<file path="config.mk">
export PLATFORM = sky130hd
export DESIGN_NAME = bram_tile_reader
export DESIGN_NICKNAME = d
export VERILOG_FILES = /design/src/rtl/bram_tile_reader.sv
export SDC_FILE = /design/constraint.sdc
export NUM_CORES = 1
export LEC_CHECK = 0
export ABC_AREA = 1
export BUFFER_PORTS_ARGS = -buffer_cell sky130_fd_sc_hd__buf_4
export CAP_MARGIN = 20
export CORE_MARGIN = 10
export CORE_UTILIZATION = 32
export DETAILED_ROUTE_END_ITERATION = 16
export SLEW_MARGIN = 25
export SYNTH_ARGS = -nofsm -noshare
export SYNTH_HDL_FRONTEND = slang
export SYNTH_SLANG_ARGS = --single-unit
</file>
<file path="constraint.sdc">
create_clock -name clk -period 66.4 [get_ports clk]
set_input_delay 9.96 -clock clk [delete_from_list [all_inputs] [get_ports clk]]
set_output_delay 9.96 -clock clk [all_outputs]
set_load 0.05 [all_outputs]
</file>
<file path="src/rtl/bram_tile_reader.sv">
// rtl/bram_tile_reader.sv - strided BRAM Port B reader with credit-limited output FIFO
module bram_tile_reader #(
    parameter int DATA_W       = 256,
    parameter int ADDR_W       = 16,
    parameter int NUM_READS    = 384,
    parameter int ADDR_STRIDE  = 24,
    parameter int READ_LATENCY = 1,
    parameter int FIFO_DEPTH   = 4
) (
    input  logic              clk,
    input  logic              rst_n,
    input  logic              start_read,
    input  logic [ADDR_W-1:0] base_addr,
    output logic              rd_en_b,
    output logic [ADDR_W-1:0] rd_addr_b,
    input  logic [DATA_W-1:0] bram_doutb,
    output logic [DATA_W-1:0] out_data,
    output logic              out_valid,
    input  logic              out_ready,
    output logic              busy,
    output logic              read_done,
    output logic [ADDR_W-1:0] current_addr
);
    localparam int CNT_W = $clog2(NUM_READS + 1);
    localparam int OUT_W = $clog2(FIFO_DEPTH + 1);
    localparam int PTR_W = $clog2(FIFO_DEPTH);
    localparam logic [CNT_W-1:0]  NUM_C    = CNT_W'(NUM_READS);
    localparam logic [CNT_W-1:0]  LAST_IDX = CNT_W'(NUM_READS - 1);
    localparam logic [OUT_W-1:0]  DEPTH_C  = OUT_W'(FIFO_DEPTH);
    localparam logic [ADDR_W-1:0] STRIDE_C = ADDR_W'(ADDR_STRIDE);

    typedef enum logic [1:0] {IDLE, READ, DRAIN} state_t;

    state_t                  state, state_next;
    logic [CNT_W-1:0]        issue_cnt, beat_cnt;
    logic [OUT_W-1:0]        outstanding;
    logic [READ_LATENCY-1:0] vpipe;
    logic [DATA_W-1:0]       fifo_mem [FIFO_DEPTH];
    logic [PTR_W:0]          wr_ptr, rd_ptr;
    logic [ADDR_W-1:0]       issue_addr;
    logic                    issue, push, pop, last_pop;

    assign out_valid  = (wr_ptr != rd_ptr);
    assign out_data   = fifo_mem[rd_ptr[PTR_W-1:0]];
    assign pop        = out_valid && out_ready;
    assign push       = vpipe[READ_LATENCY-1];
    assign busy       = (state != IDLE);
    // The first read goes out on the start edge so rd_en_b is high in the very next cycle.
    assign issue_addr = (state == IDLE) ? base_addr : current_addr;

    always_comb begin
        state_next = state;
        issue      = 1'b0;
        last_pop   = 1'b0;
        case (state)
            IDLE: begin
                if (start_read) begin
                    issue      = 1'b1;
                    state_next = (NUM_READS == 1) ? DRAIN : READ;
                end
            end
            READ: begin
                if (issue_cnt < NUM_C && outstanding < DEPTH_C) begin
                    issue = 1'b1;
                    if (issue_cnt == LAST_IDX) state_next = DRAIN;
                end
            end
            DRAIN: begin
                if (pop && beat_cnt == LAST_IDX) begin
                    last_pop   = 1'b1;
                    state_next = IDLE;
                end
            end
            default: state_next = IDLE;
        endcase
    end

    always_ff @(posedge clk) begin
        if (!rst_n) begin
            state        <= IDLE;
            rd_en_b      <= 1'b0;
            rd_addr_b    <= '0;
            current_addr <= '0;
            issue_cnt    <= '0;
            beat_cnt     <= '0;
            outstanding  <= '0;
            vpipe        <= '0;
            wr_ptr       <= '0;
            rd_ptr       <= '0;
            read_done    <= 1'b0;
            for (int i = 0; i < FIFO_DEPTH; i++) fifo_mem[i] <= '0;
        end else begin
            state     <= state_next;
            rd_en_b   <= issue;
            read_done <= last_pop;
            if (issue) begin
                rd_addr_b    <= issue_addr;
                current_addr <= issue_addr + STRIDE_C;
                issue_cnt    <= (state == IDLE) ? CNT_W'(1) : issue_cnt + 1'b1;
            end
            if (state == IDLE) beat_cnt <= '0;
            else if (pop)      beat_cnt <= beat_cnt + 1'b1;
            // Credits come back only on the edge after a pop, never combinationally.
            outstanding <= outstanding + OUT_W'(issue) - OUT_W'(pop);
            vpipe[0] <= rd_en_b;
            for (int i = 1; i < READ_LATENCY; i++) vpipe[i] <= vpipe[i-1];
            if (push) begin
                fifo_mem[wr_ptr[PTR_W-1:0]] <= bram_doutb;
                wr_ptr <= wr_ptr + 1'b1;
            end
            if (pop) rd_ptr <= rd_ptr + 1'b1;
        end
    end
endmodule

</file>
==> Word-level counts from Yosys, hierarchy flattened <==
Memory sizes are Yosys's and may differ from the RTL's. A register that Yosys moved wholly into a read port is not among the register bits.
Cells that the tools add are included.
{ "classes": {"n_addsub": 7, "multipliers": 0, "div_mod_pow": 0, "n_lt_le_gt_ge": 2, "eq_ne": 9, "shifts": 0, "muxes": 20, "bitwise": 1, "n_reduce_logical": 9} }
{ "op_table": {"columns": ["cell", "n"], "rows": [
  ["256-bit two-way mux", 1],
  ["256-bit OR reduction", 1],
  ["9-bit by 1-bit adder with 9-bit output (second input constant)", 2],
  ["9-bit == test (second input constant)", 2],
  ["16-bit by 5-bit adder with 16-bit output (second input constant)", 1],
  ["16-bit two-way mux", 1],
  ["2-bit two-way mux", 7],
  ["9-bit < comparator (second input constant)", 1],
  ["9-bit two-way mux", 1],
  ["1-bit two-way mux", 8],
  ["2-bit != test (second input constant)", 4],
  ["3-bit by 1-bit adder with 3-bit output (second input constant)", 2],
  ["2-bit case mux with 3 select lines", 1],
  ["4-bit AND reduction", 1],
  ["3-bit by 1-bit adder with 3-bit output", 1],
  ["1-bit logical AND", 3],
  ["3-bit < comparator (second input constant)", 1],
  ["3-bit != test", 1],
  ["3-bit by 1-bit subtractor with 3-bit output", 1],
  ["2-bit by 1-bit == test with 1-bit output (second input constant)", 1],
  ["2-bit == test (second input constant)", 1],
  ["2-bit zero test", 1],
  ["1-bit case mux with 2 select lines", 1],
  ["2-bit AND reduction", 1],
  ["other kinds (3)", 3]
]} }
{ "word_totals": {"register_bits": 64, "latch_bits": 0, "mem_bits_rw": 1024, "romBits": 0, "in_bits": 276, "output_inout_bits": 292, "wordCells": 60, "n_memories": 1} }
{ "memory_table": {"columns": ["memory", "words", "word_bits", "read_ports", "rd_clocked_by_memory_dff", "wr", "line_no", "text"], "rows": [
  ["fifo_mem", 4, 256, 1, 1, 4, "38", "logic [DATA_W-1:0] fifo_mem [FIFO_DEPTH];"]
]} }

==> Depth between registers and ports, before layout <==
{ "depth": {"word_depth": 6, "ltp_mapped": 14, "depth_no_buf": 13} }

==> Least setup slack after synthesis <==
No wires, ideal clock.
{ "synth_timing": {"kind": "input-to-reg", "startpoint": "in rst_n", "endpoint": "mem fifo_mem[3][0], enable pin", "setup_ns": 1.237, "t_arrival_ns": 28.730, "required_ns": 65.163, "path_slack_ns": 36.434, "cell_stages": 4, "n_path_buf": 1, "cell_sequence": "buf_2 -> nand2_1 -> nor2_1 -> nor3b_1"} }
{ "synth_lines": {"columns": ["item", "line_no", "text"], "rows": [
  ["from (decl)", "11", "input logic rst_n,"],
  ["to (decl)", "38", null]
]} }

==> summary.txt <==
proportion of layout cells with a drive suffix above 1: 16.9%
M2 GR Usage: 26.5%
crit-path cells: inv_8, buf_4, buf_16, buf_4, o21ai_0, o22ai_1, buf_4
CTS Buf Count: 115
Critical Path Source Type: flip-flop
FF+latch count, synth: 1087
drt initial violations: 2496
initial antenna violation count: 1
final hold viol count: 0
Total GRT Usage: 16.1%
Power Density: 37.5 nW/um^2
first-pass GRT wire length: 200000 um
number of max-cap violations: 0
CTS resizes: 0
ys async rst share: 0%
starting density of the core: 32.1%
Mapped Cells: 4314
Boundary Pins: 568
Cell Area, Synth: 46000 um^2
Placed Instance Area: 51800 um^2
predominant post-synthesis flop cell: edfxtp_1
Leak: 0.0228 uW
crit-path most repeated cell: buf_4
largest net degree at the start of global routing: 192
measured slew at the worst slew-check pin: 1.26 ns
post-DP HPWL: 77300 um
Pwr Total: 2090 uW
H-tree lvl count: 3
WS Path Type: reg -> out
number of global-route vias before repair: 32500
status: completed
slowest CP cell: inv_8
Longest Clk Path Bufs: 3
Max Fclk: 68.5 MHz
synth warn: 0
FILL cells: 13900
DRC: 0
IO buf count: 567
Detail Route Antenna Nets: 0
Pins Over Slew Limit: 0
CTS Hold Bufs: 0
Post-synth EDFFs: 1024
cell taking the most area after synthesis: edfxtp_1
detailed-route via count: 33200
Max VDD drop: 0.0000279 V
slowest stage delay, CP: 0.73 ns
Layout Nets: 5027
met3 global-route usage: 3.41%
Die Y: 399 um
root buffer cell: clkbuf_16
RSZ-0062 raised after global routing: no
critical path required time: 56.44 ns
sequential share of the synthesized area: 69.6%
Synth top cells by count: nor2_1, edfxtp_1, o21ai_0
total congestion overflow: 0
Post CTS Setup Buffer Count: 0
area grow syn2layout: 21.1%
Synth area leaders: edfxtp_1, nor2_1, o21ai_0
# rows: 139
M1 GR Usage: 20.7%
core region area: 143000 um^2
cell area after layout: 55700 um^2
Tcrit/Tclk final: 22.0%
Die Wd: 399 um
worst path bufs/invs: 5
busiest grt layer: met2
endpoints failing setup: 0
Reg clk slew, reported paths: 0.06 ns
number of vias per cell: 4.92
Initial DRT Pass Iterations: 7
Crit Path Max Fanout: 155
WL per Instance: 19.8 um
count of clock tree sinks: 1087
Critical Path End Type: output port
area of the multi-input gates: 11600 um^2
setup total negative slack: 0 ns
register area: 32000 um^2
Synth top area share: 66.8%
Worst Skew: 0.0638 ns
detailed-route wire length: 134000 um
CTS tree: done
Synth Net Count: 4598
worst-skew pair later-pin latency: 0.77 ns
Hold Crit Class: reg -> reg
die area: 159000 um^2
synth unique cells: 37
routability cong.: 0.792
most frequent cell after synthesis: nor2_1
CP Data Arrival Time: 4.64 ns
syn_area_per_cell: 10.7 um^2
worst hold slack: 0.466 ns
relative slew slack: 15.8%
CP delay by family, top: buffers and inverters
diode count: 0
fin crit period: 14.60 ns
flip-flops by register name, indices dropped and copies added (netlist names), named ones only:
signal        cells
rd_en_b           1
beat_cnt          9
outstanding       3
state             2
read_done         1
rd_ptr            3
rd_addr_b        16
issue_cnt         9
fifo_mem       1024
push              1
current_addr     13
wr_ptr            3
placed cells by master (no fill, tap or decap), drive strengths merged:
master,n
buf,609
o21bai,1
fa,1
nor3,3
or2,2
xnor2,3
dfxtp,63
a21oi,33
clkinvlp,3
inv,314
nand3,31
o21ai,546
a211oi,1
ha,7
nor4,3
nand3b,1
clkbuf,136
nor3b,2
o211ai,2
xor2,4
clkinv,62
nor2,1596
a31oi,1
nand2,120
bufinv,14
edfxtp,1024
o22ai,256
nand4,4
cell families (layout without fill, tap and decap cells):
logic type,after synthesis,after routing,share of synthesized area [%]
simple gates,1762,1762,14.8
compound gates,840,840,9.88
buf+inv,610,1138,5.39
xor+xnor,7,7,0.133
fa+ha+maj,8,8,0.234
flops,1087,1087,69.6
metal layers:
layer / vias up / part of all wire, %
met1: 16300 / 40
met3: 192 / 8.0
met4: 0 / 3.2
met2: 1184 / 48
li1: 15500 / -
met5: - / 0
worst min-delay path, stage by stage (launching register included):
cell and delay [ns]:
dfxtp_1 0.31, inv_1 0.05, a21oi_1 0.05
final timing paths:
kind	from	end	slack, ns	cells past startpoint
worst max-delay path	flip-flop	out_data[163]	51.80	7
worst min-delay path	issue_cnt[4]	issue_cnt[4]	0.47	2
worst max register to register	push	fifo_mem[0][207]	61.09	7
worst min register to register	issue_cnt[4]	issue_cnt[4]	0.47	2
power by group:
group	total (uW)	switching, uW	internal [uW]
clock network	656	281	375
registers	812	16.7	795
logic	623	468	155
total	2090	765	1330
through the flow:
stage               utilization, %  instances  worst slack [ns]
finish                        38.9       6745             51.80
global route                  38.9       6745             51.47
CTS                           38.9       6743             51.51
detailed placement            36.2       6527             50.95
global placement              36.2       6527             51.02
floorplan                        -       4314             36.43
layout make-up:
| type | instances | share of cell area, % |
|---|---|---|
| Clock buffer | 136 | 5.31 |
| Clock inverter | 80 | 1.63 |
| Inverter | 313 | 2.13 |
| Multi-Input combinational cell | 2617 | 20.8 |
| Sequential cell | 1087 | 57.5 |
| Tap cell | 1903 | 4.27 |
| Timing Repair Buffer | 609 | 8.40 |
(Power assumes the default switching activity.)
